## config.mk

```make
export PLATFORM = sky130hd
export DESIGN_NAME = ela_mem_arbiter_flat
export DESIGN_NICKNAME = d
export VERILOG_FILES = /design/src/rtl/ela_pkg.sv /design/src/rtl/ela_mem_arbiter_if.sv /design/src/rtl/ela_rd_return.sv /design/src/rtl/ela_mem_arbiter.sv /design/src/flat_wrapper.sv
export SDC_FILE = /design/constraint.sdc
export NUM_CORES = 1
export LEC_CHECK = 0
export ABC_AREA = 1
export ABC_CLOCK_PERIOD_IN_PS = 2000
export CAP_MARGIN = 20
export CORE_MARGIN = 10
export CORE_UTILIZATION = 25
export CTS_CLUSTER_SIZE = 24
export DETAILED_ROUTE_END_ITERATION = 10
export GPL_TIMING_DRIVEN = 0
export SLEW_MARGIN = 20
export SYNTH_ARGS = -nofsm -noshare
export SYNTH_HDL_FRONTEND = slang
export SYNTH_SLANG_ARGS = --single-unit
```

## constraint.sdc

```tcl
create_clock -name clk -period 2 [get_ports clk]
set_clock_uncertainty 0.05 [all_clocks]
set_input_delay 0.2 -clock clk [delete_from_list [all_inputs] [get_ports clk]]
set_output_delay 0.2 -clock clk [all_outputs]
set_load 0.03 [all_outputs]
```

## src/rtl/ela_pkg.sv

```systemverilog
// Shared constants and types for the ELA frame-buffer arbiter slice.
package ela_pkg;

    localparam int unsigned IMG_W       = 32;
    localparam int unsigned IMG_H       = 31;
    localparam int unsigned FRAME_WORDS = IMG_W * IMG_H;

    localparam int unsigned AW = 10;
    localparam int unsigned DW = 8;

    typedef enum logic [1:0] {
        IDLE = 2'd0,
        OWN0 = 2'd1,
        OWN1 = 2'd2
    } arb_state_e;

endpackage

```

## src/rtl/ela_mem_arbiter_if.sv

```systemverilog
// Requester, grant, read-return and memory-side signals of the frame-buffer arbiter.
interface ela_mem_arbiter_if #(
    parameter int unsigned AW = ela_pkg::AW,
    parameter int unsigned DW = ela_pkg::DW
);

    logic          req0;
    logic          lock0;
    logic          wen0;
    logic [AW-1:0] addr0;
    logic [DW-1:0] wdata0;
    logic          gnt0;
    logic [DW-1:0] rdata0;
    logic          rvalid0;

    logic          req1;
    logic          lock1;
    logic          wen1;
    logic [AW-1:0] addr1;
    logic [DW-1:0] wdata1;
    logic          gnt1;
    logic [DW-1:0] rdata1;
    logic          rvalid1;

    logic          mem_wen;
    logic [AW-1:0] mem_addr;
    logic [DW-1:0] mem_wdata;
    logic [DW-1:0] mem_rdata;

    modport slave (
        input  req0, lock0, wen0, addr0, wdata0,
        input  req1, lock1, wen1, addr1, wdata1,
        input  mem_rdata,
        output gnt0, rdata0, rvalid0,
        output gnt1, rdata1, rvalid1,
        output mem_wen, mem_addr, mem_wdata
    );

    modport master (
        output req0, lock0, wen0, addr0, wdata0,
        output req1, lock1, wen1, addr1, wdata1,
        output mem_rdata,
        input  gnt0, rdata0, rvalid0,
        input  gnt1, rdata1, rvalid1,
        input  mem_wen, mem_addr, mem_wdata
    );

endinterface

```

## src/rtl/ela_rd_return.sv

```systemverilog
// Tags each read access and routes the 1-cycle-latency memory data back to its issuer.
module ela_rd_return #(
    parameter int unsigned DW = ela_pkg::DW
) (
    input  logic          clk,
    input  logic          rst,
    input  logic          rd_en_i,
    input  logic          rd_tag_i,
    input  logic [DW-1:0] mem_rdata_i,
    output logic [DW-1:0] rdata0_o,
    output logic [DW-1:0] rdata1_o,
    output logic          rvalid0_o,
    output logic          rvalid1_o
);

    logic vld_q;
    logic tag_q;

    always_ff @(posedge clk or posedge rst) begin
        if (rst) begin
            vld_q <= 1'b0;
            tag_q <= 1'b0;
        end else begin
            vld_q <= rd_en_i;
            if (rd_en_i) begin
                tag_q <= rd_tag_i;
            end
        end
    end

    assign rvalid0_o = vld_q & ~tag_q;
    assign rvalid1_o = vld_q &  tag_q;
    assign rdata0_o  = mem_rdata_i;
    assign rdata1_o  = mem_rdata_i;

endmodule

```

## src/rtl/ela_mem_arbiter.sv

```systemverilog
// Burst round-robin arbiter between the ELA engine (0) and the host readout port (1)
// for the single-port frame buffer.
module ela_mem_arbiter
    import ela_pkg::*;
#(
    parameter int unsigned MAX_BURST = 32,
    parameter int unsigned AW        = ela_pkg::AW,
    parameter int unsigned DW        = ela_pkg::DW
) (
    input  logic              clk,
    input  logic              rst,
    ela_mem_arbiter_if.slave  bus
);

    localparam int unsigned    CW   = $clog2(MAX_BURST + 1);
    localparam logic [CW-1:0]  LAST = CW'(MAX_BURST - 1);
    localparam logic [CW-1:0]  SAT  = CW'(MAX_BURST);

    arb_state_e    state_q, state_d;
    logic          ptr_q, ptr_d;
    logic [CW-1:0] cnt_q, cnt_d;
    logic [AW-1:0] addr_q;
    logic [DW-1:0] wdata_q;

    logic gnt0, gnt1;
    logic acc0, acc1;
    logic last_acc;
    logic rd_en;

    assign gnt0 = (state_q == OWN0);
    assign gnt1 = (state_q == OWN1);
    assign acc0 = gnt0 & bus.req0;
    assign acc1 = gnt1 & bus.req1;
    // cnt_q counts accesses before this cycle, so this one is the MAX_BURST-th or later
    assign last_acc = (cnt_q >= LAST);

    always_ff @(posedge clk or posedge rst) begin
        if (rst) begin
            state_q <= IDLE;
        end else begin
            state_q <= state_d;
        end
    end

    always_comb begin
        state_d = state_q;
        unique case (state_q)
            IDLE: begin
                if (bus.req0 && bus.req1) begin
                    state_d = ptr_q ? OWN1 : OWN0;
                end else if (bus.req0) begin
                    state_d = OWN0;
                end else if (bus.req1) begin
                    state_d = OWN1;
                end
            end
            OWN0: begin
                if (!bus.req0 || (last_acc && bus.req1 && !bus.lock0)) begin
                    state_d = bus.req1 ? OWN1 : IDLE;
                end
            end
            OWN1: begin
                if (!bus.req1 || (last_acc && bus.req0 && !bus.lock1)) begin
                    state_d = bus.req0 ? OWN0 : IDLE;
                end
            end
            default: state_d = IDLE;
        endcase
    end

    always_comb begin
        bus.gnt0      = gnt0;
        bus.gnt1      = gnt1;
        bus.mem_wen   = 1'b0;
        bus.mem_addr  = addr_q;
        bus.mem_wdata = wdata_q;
        if (acc0) begin
            bus.mem_wen   = bus.wen0;
            bus.mem_addr  = bus.addr0;
            bus.mem_wdata = bus.wdata0;
        end else if (acc1) begin
            bus.mem_wen   = bus.wen1;
            bus.mem_addr  = bus.addr1;
            bus.mem_wdata = bus.wdata1;
        end
    end

    always_comb begin
        cnt_d = cnt_q;
        ptr_d = ptr_q;
        if (state_d != state_q) begin
            cnt_d = '0;
        end else if ((acc0 || acc1) && (cnt_q != SAT)) begin
            cnt_d = cnt_q + 1'b1;
        end
        if (gnt0) begin
            ptr_d = 1'b1;
        end else if (gnt1) begin
            ptr_d = 1'b0;
        end
    end

    always_ff @(posedge clk or posedge rst) begin
        if (rst) begin
            cnt_q   <= '0;
            ptr_q   <= 1'b0;
            addr_q  <= '0;
            wdata_q <= '0;
        end else begin
            cnt_q <= cnt_d;
            ptr_q <= ptr_d;
            if (acc0 || acc1) begin
                addr_q  <= bus.mem_addr;
                wdata_q <= bus.mem_wdata;
            end
        end
    end

    assign rd_en = (acc0 & ~bus.wen0) | (acc1 & ~bus.wen1);

    ela_rd_return #(
        .DW (DW)
    ) u_rd_return (
        .clk         (clk),
        .rst         (rst),
        .rd_en_i     (rd_en),
        .rd_tag_i    (acc1),
        .mem_rdata_i (bus.mem_rdata),
        .rdata0_o    (bus.rdata0),
        .rdata1_o    (bus.rdata1),
        .rvalid0_o   (bus.rvalid0),
        .rvalid1_o   (bus.rvalid1)
    );

endmodule

```

## src/flat_wrapper.sv

```systemverilog
// flat-port wrapper written by rule: the top's interface ports become plain ports
module ela_mem_arbiter_flat import ela_pkg::*;
#(
    parameter int unsigned MAX_BURST = 32,
    parameter int unsigned AW        = ela_pkg::AW,
    parameter int unsigned DW        = ela_pkg::DW
)
  (clk, rst, bus_req0, bus_lock0, bus_wen0, bus_addr0, bus_wdata0, bus_req1, bus_lock1, bus_wen1, bus_addr1, bus_wdata1, bus_mem_rdata, bus_gnt0, bus_rdata0, bus_rvalid0, bus_gnt1, bus_rdata1, bus_rvalid1, bus_mem_wen, bus_mem_addr, bus_mem_wdata);
  ela_mem_arbiter_if #(.AW(AW), .DW(DW)) bus_i ();
  input  logic clk;
  input  logic rst;
  input wire logic [$bits(bus_i.req0)-1:0] bus_req0;
  input wire logic [$bits(bus_i.lock0)-1:0] bus_lock0;
  input wire logic [$bits(bus_i.wen0)-1:0] bus_wen0;
  input wire logic [$bits(bus_i.addr0)-1:0] bus_addr0;
  input wire logic [$bits(bus_i.wdata0)-1:0] bus_wdata0;
  input wire logic [$bits(bus_i.req1)-1:0] bus_req1;
  input wire logic [$bits(bus_i.lock1)-1:0] bus_lock1;
  input wire logic [$bits(bus_i.wen1)-1:0] bus_wen1;
  input wire logic [$bits(bus_i.addr1)-1:0] bus_addr1;
  input wire logic [$bits(bus_i.wdata1)-1:0] bus_wdata1;
  input wire logic [$bits(bus_i.mem_rdata)-1:0] bus_mem_rdata;
  output wire logic [$bits(bus_i.gnt0)-1:0] bus_gnt0;
  output wire logic [$bits(bus_i.rdata0)-1:0] bus_rdata0;
  output wire logic [$bits(bus_i.rvalid0)-1:0] bus_rvalid0;
  output wire logic [$bits(bus_i.gnt1)-1:0] bus_gnt1;
  output wire logic [$bits(bus_i.rdata1)-1:0] bus_rdata1;
  output wire logic [$bits(bus_i.rvalid1)-1:0] bus_rvalid1;
  output wire logic [$bits(bus_i.mem_wen)-1:0] bus_mem_wen;
  output wire logic [$bits(bus_i.mem_addr)-1:0] bus_mem_addr;
  output wire logic [$bits(bus_i.mem_wdata)-1:0] bus_mem_wdata;
  assign bus_i.req0 = bus_req0;
  assign bus_i.lock0 = bus_lock0;
  assign bus_i.wen0 = bus_wen0;
  assign bus_i.addr0 = bus_addr0;
  assign bus_i.wdata0 = bus_wdata0;
  assign bus_i.req1 = bus_req1;
  assign bus_i.lock1 = bus_lock1;
  assign bus_i.wen1 = bus_wen1;
  assign bus_i.addr1 = bus_addr1;
  assign bus_i.wdata1 = bus_wdata1;
  assign bus_i.mem_rdata = bus_mem_rdata;
  assign bus_gnt0 = bus_i.gnt0;
  assign bus_rdata0 = bus_i.rdata0;
  assign bus_rvalid0 = bus_i.rvalid0;
  assign bus_gnt1 = bus_i.gnt1;
  assign bus_rdata1 = bus_i.rdata1;
  assign bus_rvalid1 = bus_i.rvalid1;
  assign bus_mem_wen = bus_i.mem_wen;
  assign bus_mem_addr = bus_i.mem_addr;
  assign bus_mem_wdata = bus_i.mem_wdata;
  ela_mem_arbiter #(.MAX_BURST(MAX_BURST), .AW(AW), .DW(DW)) u_core (.clk(clk), .rst(rst), .bus(bus_i));
endmodule
```

==> flow_metrics.env, run 1 <==
export IMPL_placed_cells=423
export IMPL_grt_pass1_vias=2031
export IMPL_dieWidth_um=105.7
export IMPL_startpoint_type="flip-flop"
export IMPL_core_mm2=0.007214
export IMPL_post_route_cell_area_mm2=0.003213
export IMPL_avgSynthCellArea_um2=7.590
export IMPL_cp_required_ps=1750
export IMPL_tns_ps=0
export IMPL_clk_latency_ps=280
export IMPL_synth_seq_cells=29
export IMPL_synth_simple_area_share_pct=36.99
export IMPL_routabilityCongestion=0.7883
export IMPL_wl_mm=6.094
export IMPL_setup_slack_ps=48.51
export IMPL_crit_buf_inv=5
export IMPL_r2r_start="u_core.state_q[1]"
export IMPL_path_class="flip-flop to output pin"
export IMPL_max_stage_delay_ps=420
export IMPL_first_pass_iters=4
export IMPL_fillers=752
export IMPL_utilization_pct=44.54
export IMPL_synth_edf_count=0
export IMPL_slew_headroom_pct=58.32
export IMPL_rows=31
export IMPL_synth_fp_nets=300
export IMPL_die_h_um=105.7
export IMPL_cts_sinks=29
export IMPL_syn_to_final_growth_pct=74.93
export IMPL_fmax_ghz=0.5124
export IMPL_holdBufCountCts=0
export IMPL_min_period_ps=1951
export IMPL_timing_final_crit_share_pct=97.57
export IMPL_dp_hpwl_mm=4.632
export IMPL_clk_path_buf_depth=2
export IMPL_yosysSeqAreaShare_pct=39.51
export IMPL_worstHoldPathType="primary input to async pin"
export IMPL_pwr_density_cell_mw_per_mm2=1366
export IMPL_path_max_fanout=6
export IMPL_cellLeakagePower_nw=1.548
export IMPL_r2r_setup_slack_ps=140
export IMPL_yosys_cell_count_top_type="nand2_1"
export IMPL_ys_flop_type="dfrtp_1"
export IMPL_finalSetupViolCount=0
export IMPL_worst_setup_hold_path_clk_slew_ps=60
export IMPL_ir_worst_vdd_uv=545.7
export IMPL_r2r_end="u_core.cnt_q[5]"
export IMPL_synth_top_family_by_area="simple AND/OR/NAND/NOR gates"
export IMPL_synth_warnings=0
export IMPL_synth_xor_area_share_pct=1.907
export IMPL_synth_cells=242
export IMPL_muxShareOfSynthArea_pct=0
export IMPL_power_mw=4.388
export IMPL_timing_hold_ws_ps=268.8
export IMPL_max_cap_violations=0
export IMPL_rsz0062_at_grt="yes"
export IMPL_ios=91
export IMPL_ys_async_sr_fraction_pct=100.0
export IMPL_ctsHtreeMaxLevel=2
export IMPL_ff2ff_path_depth=12
export IMPL_crit_path_end_kind="output pin"
export IMPL_pre_cts_ws_ps=-867.5
export IMPL_tightest_slew_ps=624.3
export IMPL_grt_pass1_wl_mm=9.949
export IMPL_post_drt_wl_per_cell_um=13.79
export IMPL_synth_compound_area_share_pct=4.564
export IMPL_grt_usage_pct=10.59
export IMPL_grt_max_degree=30
export IMPL_cpLargestDelayFamily="buffers and inverters"
export IMPL_clock_root_buffer="clkbuf_8"
export IMPL_finalHoldViolCount=0
export IMPL_syn_area_mm2=0.001837
export IMPL_startpoint="u_core.state_q[1]"
export IMPL_drive_gt1_share_pct=30.90
export IMPL_synth_top_area_share_pct=39.51
export IMPL_post_drt_via_cell_ratio=4.407
export IMPL_drv_slew=0
export IMPL_synthAdderAreaFrac_pct=4.087
export IMPL_cts_tree="done"
export IMPL_synth_distinct_cells=24
export IMPL_vias=1948
export IMPL_dpl_instance_area_mm2=0.002840
export IMPL_diodes=0
export IMPL_cts_made_buffers=5
export IMPL_drt_iter0_drc=59
export IMPL_synth_largest_area_cell="dfrtp_1"
export IMPL_slowest_stage="dfrtp_1"
export IMPL_netlist_top_cells_area="dfrtp_1 40%, nand2_1 12%, nand3_1 11%"
export IMPL_synthTopCellsByCount="58 x nand2_1, 39 x nand3_1, 29 x dfrtp_1"
export IMPL_cp_cell_sequence="inv_2 -> ha_4 -> nand2_8 -> nand2_4 -> inv_4 -> buf_8 -> buf_16 -> nand2_2 -> nand3_2 -> buf_6"
export IMPL_dieArea_mm2=0.01118
export IMPL_remaining_drc_errors=0
export IMPL_grt_ovfl_total=0
export IMPL_ant_nets=0
export IMPL_final_cell_count_no_fill=442
export IMPL_outcome="complete, no violations"
export IMPL_start_util_pct=25.46
export IMPL_nets=400
export IMPL_arrival_ps=1700
export IMPL_antenna_found_initial=0
export IMPL_portBuffers=82
[worst register-to-register path: stages (launching register included)]
cell     delay, ps
dfrtp_1        420
inv_2           90
ha_4           170
nand2_8         80
nand2_4         90
inv_4           40
buf_4          130
a31oi_4        230
nand2_2        100
nor2_2         100
xor2_1         150
inv_1           60
nor2_2          90
[final cells by class]
cell class	instances	area [um2]	area share (%)
Sequential cell	29	726.9	22.62
Clock inverter	1	30.03	0.9346
Inverter	21	86.33	2.687
Timing Repair Buffer	93	913.4	28.43
Clock buffer	7	86.33	2.687
Tap cell	99	123.9	3.855
Multi-Input combinational cell	167	1015	31.58
Buffer	25	231.5	7.204
[power by group]
group | switching [mW] | internal [mW]
sequential | 0.120 | 0.816
clock | 0.216 | 0.406
combinational | 1.63 | 1.20
[routing by layer]
| metal | part of all wire (%) | up-vias | track usage (%) |
|---|---|---|---|
| met3 | 6.7 | 5 | 4.080 |
| met5 | 0 | - | 0 |
| met1 | 43 | 913 | 12.37 |
| met4 | 0.34 | 0 | 1.161 |
| met2 | 50 | 48 | 18.46 |
| li1 | - | 982 | - |
[logic make-up (layout without fill, tap and decap cells)]
group,Yosys count,count (layout)
and+or+nand+nor,145,145
buffers and inverters,46,147
DFF,29,29
AOI/OAI and AO/OA,12,12
adders and majority gates,6,6
xor gates and xnor gates,4,4
[timing repair]
| item | in CTS | in global routing |
|---|---|---|
| resized for setup | 141 | 38 |
| setup endpoints to repair | 31 | 19 |
| buffers inserted | 7 | 2 |
| cloned | 2 | 0 |
| pin swaps | 1 | 1 |
[sequential cells by signal, indices dropped and copies added, names as in the netlist]
name / flops
u_core.addr_q: 10
u_core.wdata_q: 8
u_core.cnt_q: 6
u_core.state_q: 2
u_core.ptr_q: 1
u_core.u_rd_return.tag_q: 1
u_core.u_rd_return.vld_q: 1
[cell usage in the layout, fill, tap and decap left out]
master	instances
a21boi_0	1
a21oi_1	5
a31oi_4	1
buf_16	1
buf_2	3
buf_4	30
buf_6	14
buf_8	4
bufinv_16	1
clkbuf_1	1
clkbuf_4	2
clkbuf_8	7
clkdlybuf4s50_1	63
dfrtp_1	28
dfrtp_2	1
ha_1	4
ha_4	2
inv_1	15
inv_2	3
inv_4	3
nand2_1	48
nand2_2	9
nand2_4	6
nand2_8	1
nand3_1	29
nand3_2	10
nand3b_1	1
nand4_1	18
nor2_1	15
nor2_2	8
o21ai_0	2
o21ai_1	1
o22ai_1	1
o32ai_1	1
xor2_1	4
[worst max-delay path by stage]
stage,endpoint,slack [ps],depth (start not counted)
after CTS,bus_mem_addr[9],6,10
after global placement,bus_mem_wdata[2],-860,8
after detailed placement,bus_mem_wdata[2],-870,8
after global routing,bus_mem_wdata[2],-50,10
after floorplan,bus_mem_wen,30,7
final,bus_mem_wdata[5],50,10
(Power assumes the default switching activity.)
==> inputs of run 2 (changes only) <==
--- a/constraint.sdc
+++ b/constraint.sdc
@@ -4,2 +4,2 @@
 set_output_delay 0.2 -clock clk [all_outputs]
-set_load 0.03 [all_outputs]
+set_load 0.02 [all_outputs]
==> flow_metrics.env, run 2 (same netlist as run 1, synthesis figures left out) <==
export IMPL_drt_iter0_drc=78
export IMPL_startpoint_type="flip-flop"
export IMPL_crit_path_end_kind="output pin"
export IMPL_ctsHtreeMaxLevel=2
export IMPL_final_common_cell="clkdlybuf4s50_1"
export IMPL_min_period_ps=1950
export IMPL_rsz0062_at_grt="yes"
export IMPL_dp_hpwl_mm=4.494
export IMPL_dieWidth_um=105.7
export IMPL_first_pass_iters=5
export IMPL_reg_top3="u_core.addr_q x10, u_core.wdata_q x8, u_core.cnt_q x6"
export IMPL_final_cell_count_no_fill=450
export IMPL_worst_setup_hold_path_clk_slew_ps=70
export IMPL_clk_latency_ps=280
export IMPL_routabilityCongestion=0.7830
export IMPL_dpl_instance_area_mm2=0.002783
export IMPL_grt_ovfl_total=0
export IMPL_syn_to_final_growth_pct=81.68
export IMPL_pwr_share_seq_pct=21.7
export IMPL_regMostFlops="u_core.addr_q"
export IMPL_timing_final_crit_share_pct=97.49
export IMPL_clk_path_buf_depth=2
export IMPL_cp_required_ps=1750
export IMPL_gr_usage_met1_pct=13.22
export IMPL_tightest_slew_ps=594.0
export IMPL_ios=91
export IMPL_antenna_found_initial=0
export IMPL_holdBufCountCts=0
export IMPL_grt_pass1_vias=2042
export IMPL_diodes=0
export IMPL_ir_worst_vdd_uv=481.1
export IMPL_fmax_ghz=0.5129
export IMPL_cts_sinks=29
export IMPL_final_cell_mix="63 x clkdlybuf4s50_1, 45 x nand2_1, 34 x buf_4"
export IMPL_placed_cells=423
export IMPL_swShare_pct=42.20
export IMPL_grt_util_met3_pct=3.715
export IMPL_dieArea_mm2=0.01118
export IMPL_slew_headroom_pct=60.34
export IMPL_setup_slack_ps=50.21
export IMPL_cts_made_buffers=5
export IMPL_post_drt_wl_per_cell_um=14.00
export IMPL_max_cap_violations=0
export IMPL_power_frac_comb_pct=64.0
export IMPL_pwr_density_cell_mw_per_mm2=1314
export IMPL_post_drt_via_cell_ratio=4.418
export IMPL_worstHoldPathType="primary input to async pin"
export IMPL_die_h_um=105.7
export IMPL_clock_root_buffer="clkbuf_8"
export IMPL_largest_register_ffs=10
export IMPL_outcome="complete, no violations"
export IMPL_post_route_cell_area_mm2=0.003337
export IMPL_path_class="flip-flop to output pin"
export IMPL_pre_cts_ws_ps=-775.7
export IMPL_grt_max_degree=30
export IMPL_start_util_pct=25.46
export IMPL_portBuffers=82
export IMPL_p_clk_share_pct=14.4
export IMPL_finalSetupViolCount=0
export IMPL_cts_tree="done"
export IMPL_netSwitchingPower_mw=1.850
export IMPL_path_max_fanout=10
export IMPL_grt_pass1_wl_mm=10.28
export IMPL_rows=31
export IMPL_grt_usage_pct=11.04
export IMPL_p_int_mw=2.534
export IMPL_core_mm2=0.007214
export IMPL_wl_mm=6.302
export IMPL_drv_slew=0
export IMPL_remaining_drc_errors=0
export IMPL_nets=408
export IMPL_finalHoldViolCount=0
export IMPL_cellLeakagePower_nw=1.614
export IMPL_vias=1988
export IMPL_drive_gt1_share_pct=34.19
export IMPL_use_met2_pct=17.76
export IMPL_ant_nets=0
export IMPL_arrival_ps=1700
export IMPL_grt_busiest_layer="met2"
-- run 2: final cells by class --
cell class              instances  area [um2]
fillers                       705        3877
multi-input cells             167        1065
repair buffers                101       988.4
flip-flops and latches         29       726.9
plain buffers                  25       227.7
well taps                      99       123.9
inverters                      21       88.84
clock buffers                   7       86.33
clock inverters                 1       30.03
-- run 2: worst paths after layout --
path	slack, ps	endpoint	start	cells after the start
worst max-delay path	50	bus_mem_wdata[4]	u_core.state_q[0]	7
worst min-delay path	260	u_core.addr_q[9]	rst	2
worst max register to register	90	u_core.cnt_q[5]	u_core.state_q[0]	12
worst min register to register	430	u_core.addr_q[6]	u_core.addr_q[6]	2
max in group asynchronous	1210	u_core.state_q[0]	rst	2
min in group clk	430	u_core.addr_q[6]	u_core.addr_q[6]	2
-- run 2: power by group through the flow --
stage,sequential [mW],combinational [mW],clock [mW]
after floorplan,0.891,1.31,0
after global placement,0.908,2.15,0
after detailed placement,0.910,2.18,0
after CTS,0.929,2.59,0.651
after global routing,0.974,3.05,0.674
final,0.949,2.80,0.631
-- run 2: critical path, cell delays in order (launching register included) --
cell     delay, ps
dfrtp_2        460
ha_4           200
nand2_8        100
buf_8          140
buf_6          140
nand4_1        160
nand3_4        100
buf_6          120
-- run 2: routing by layer --
metal	part of all wire (%)	routed length [um]
met5	0	0
met4	2.2	137
met3	6.3	399
met2	48	3048
met1	43	2716
-- run 2: metrics by stage --
stage | setup TNS [ps] | util [%] | total power [mW] | hold WS [ps]
6_report | 0 | 46.25 | 4.385 | 255.8
3_5_place_dp | -10810 | 38.57 | 3.086 | 417.3
4_1_cts | -4.839 | 44.29 | 4.171 | 294.5
3_3_place_gp | -10440 | 38.57 | 3.063 | 410.7
5_1_grt | -86.44 | 46.25 | 4.698 | 329.6
2_1_floorplan | 0 | - | 2.199 | 228.1
-- run 2: what timing repair did --
action	CTS	global route
setup buffers	12	5
endpoints found under the setup margin	27	20
gates resized for setup	135	43
gates cloned	2	0
pin swaps	4	2
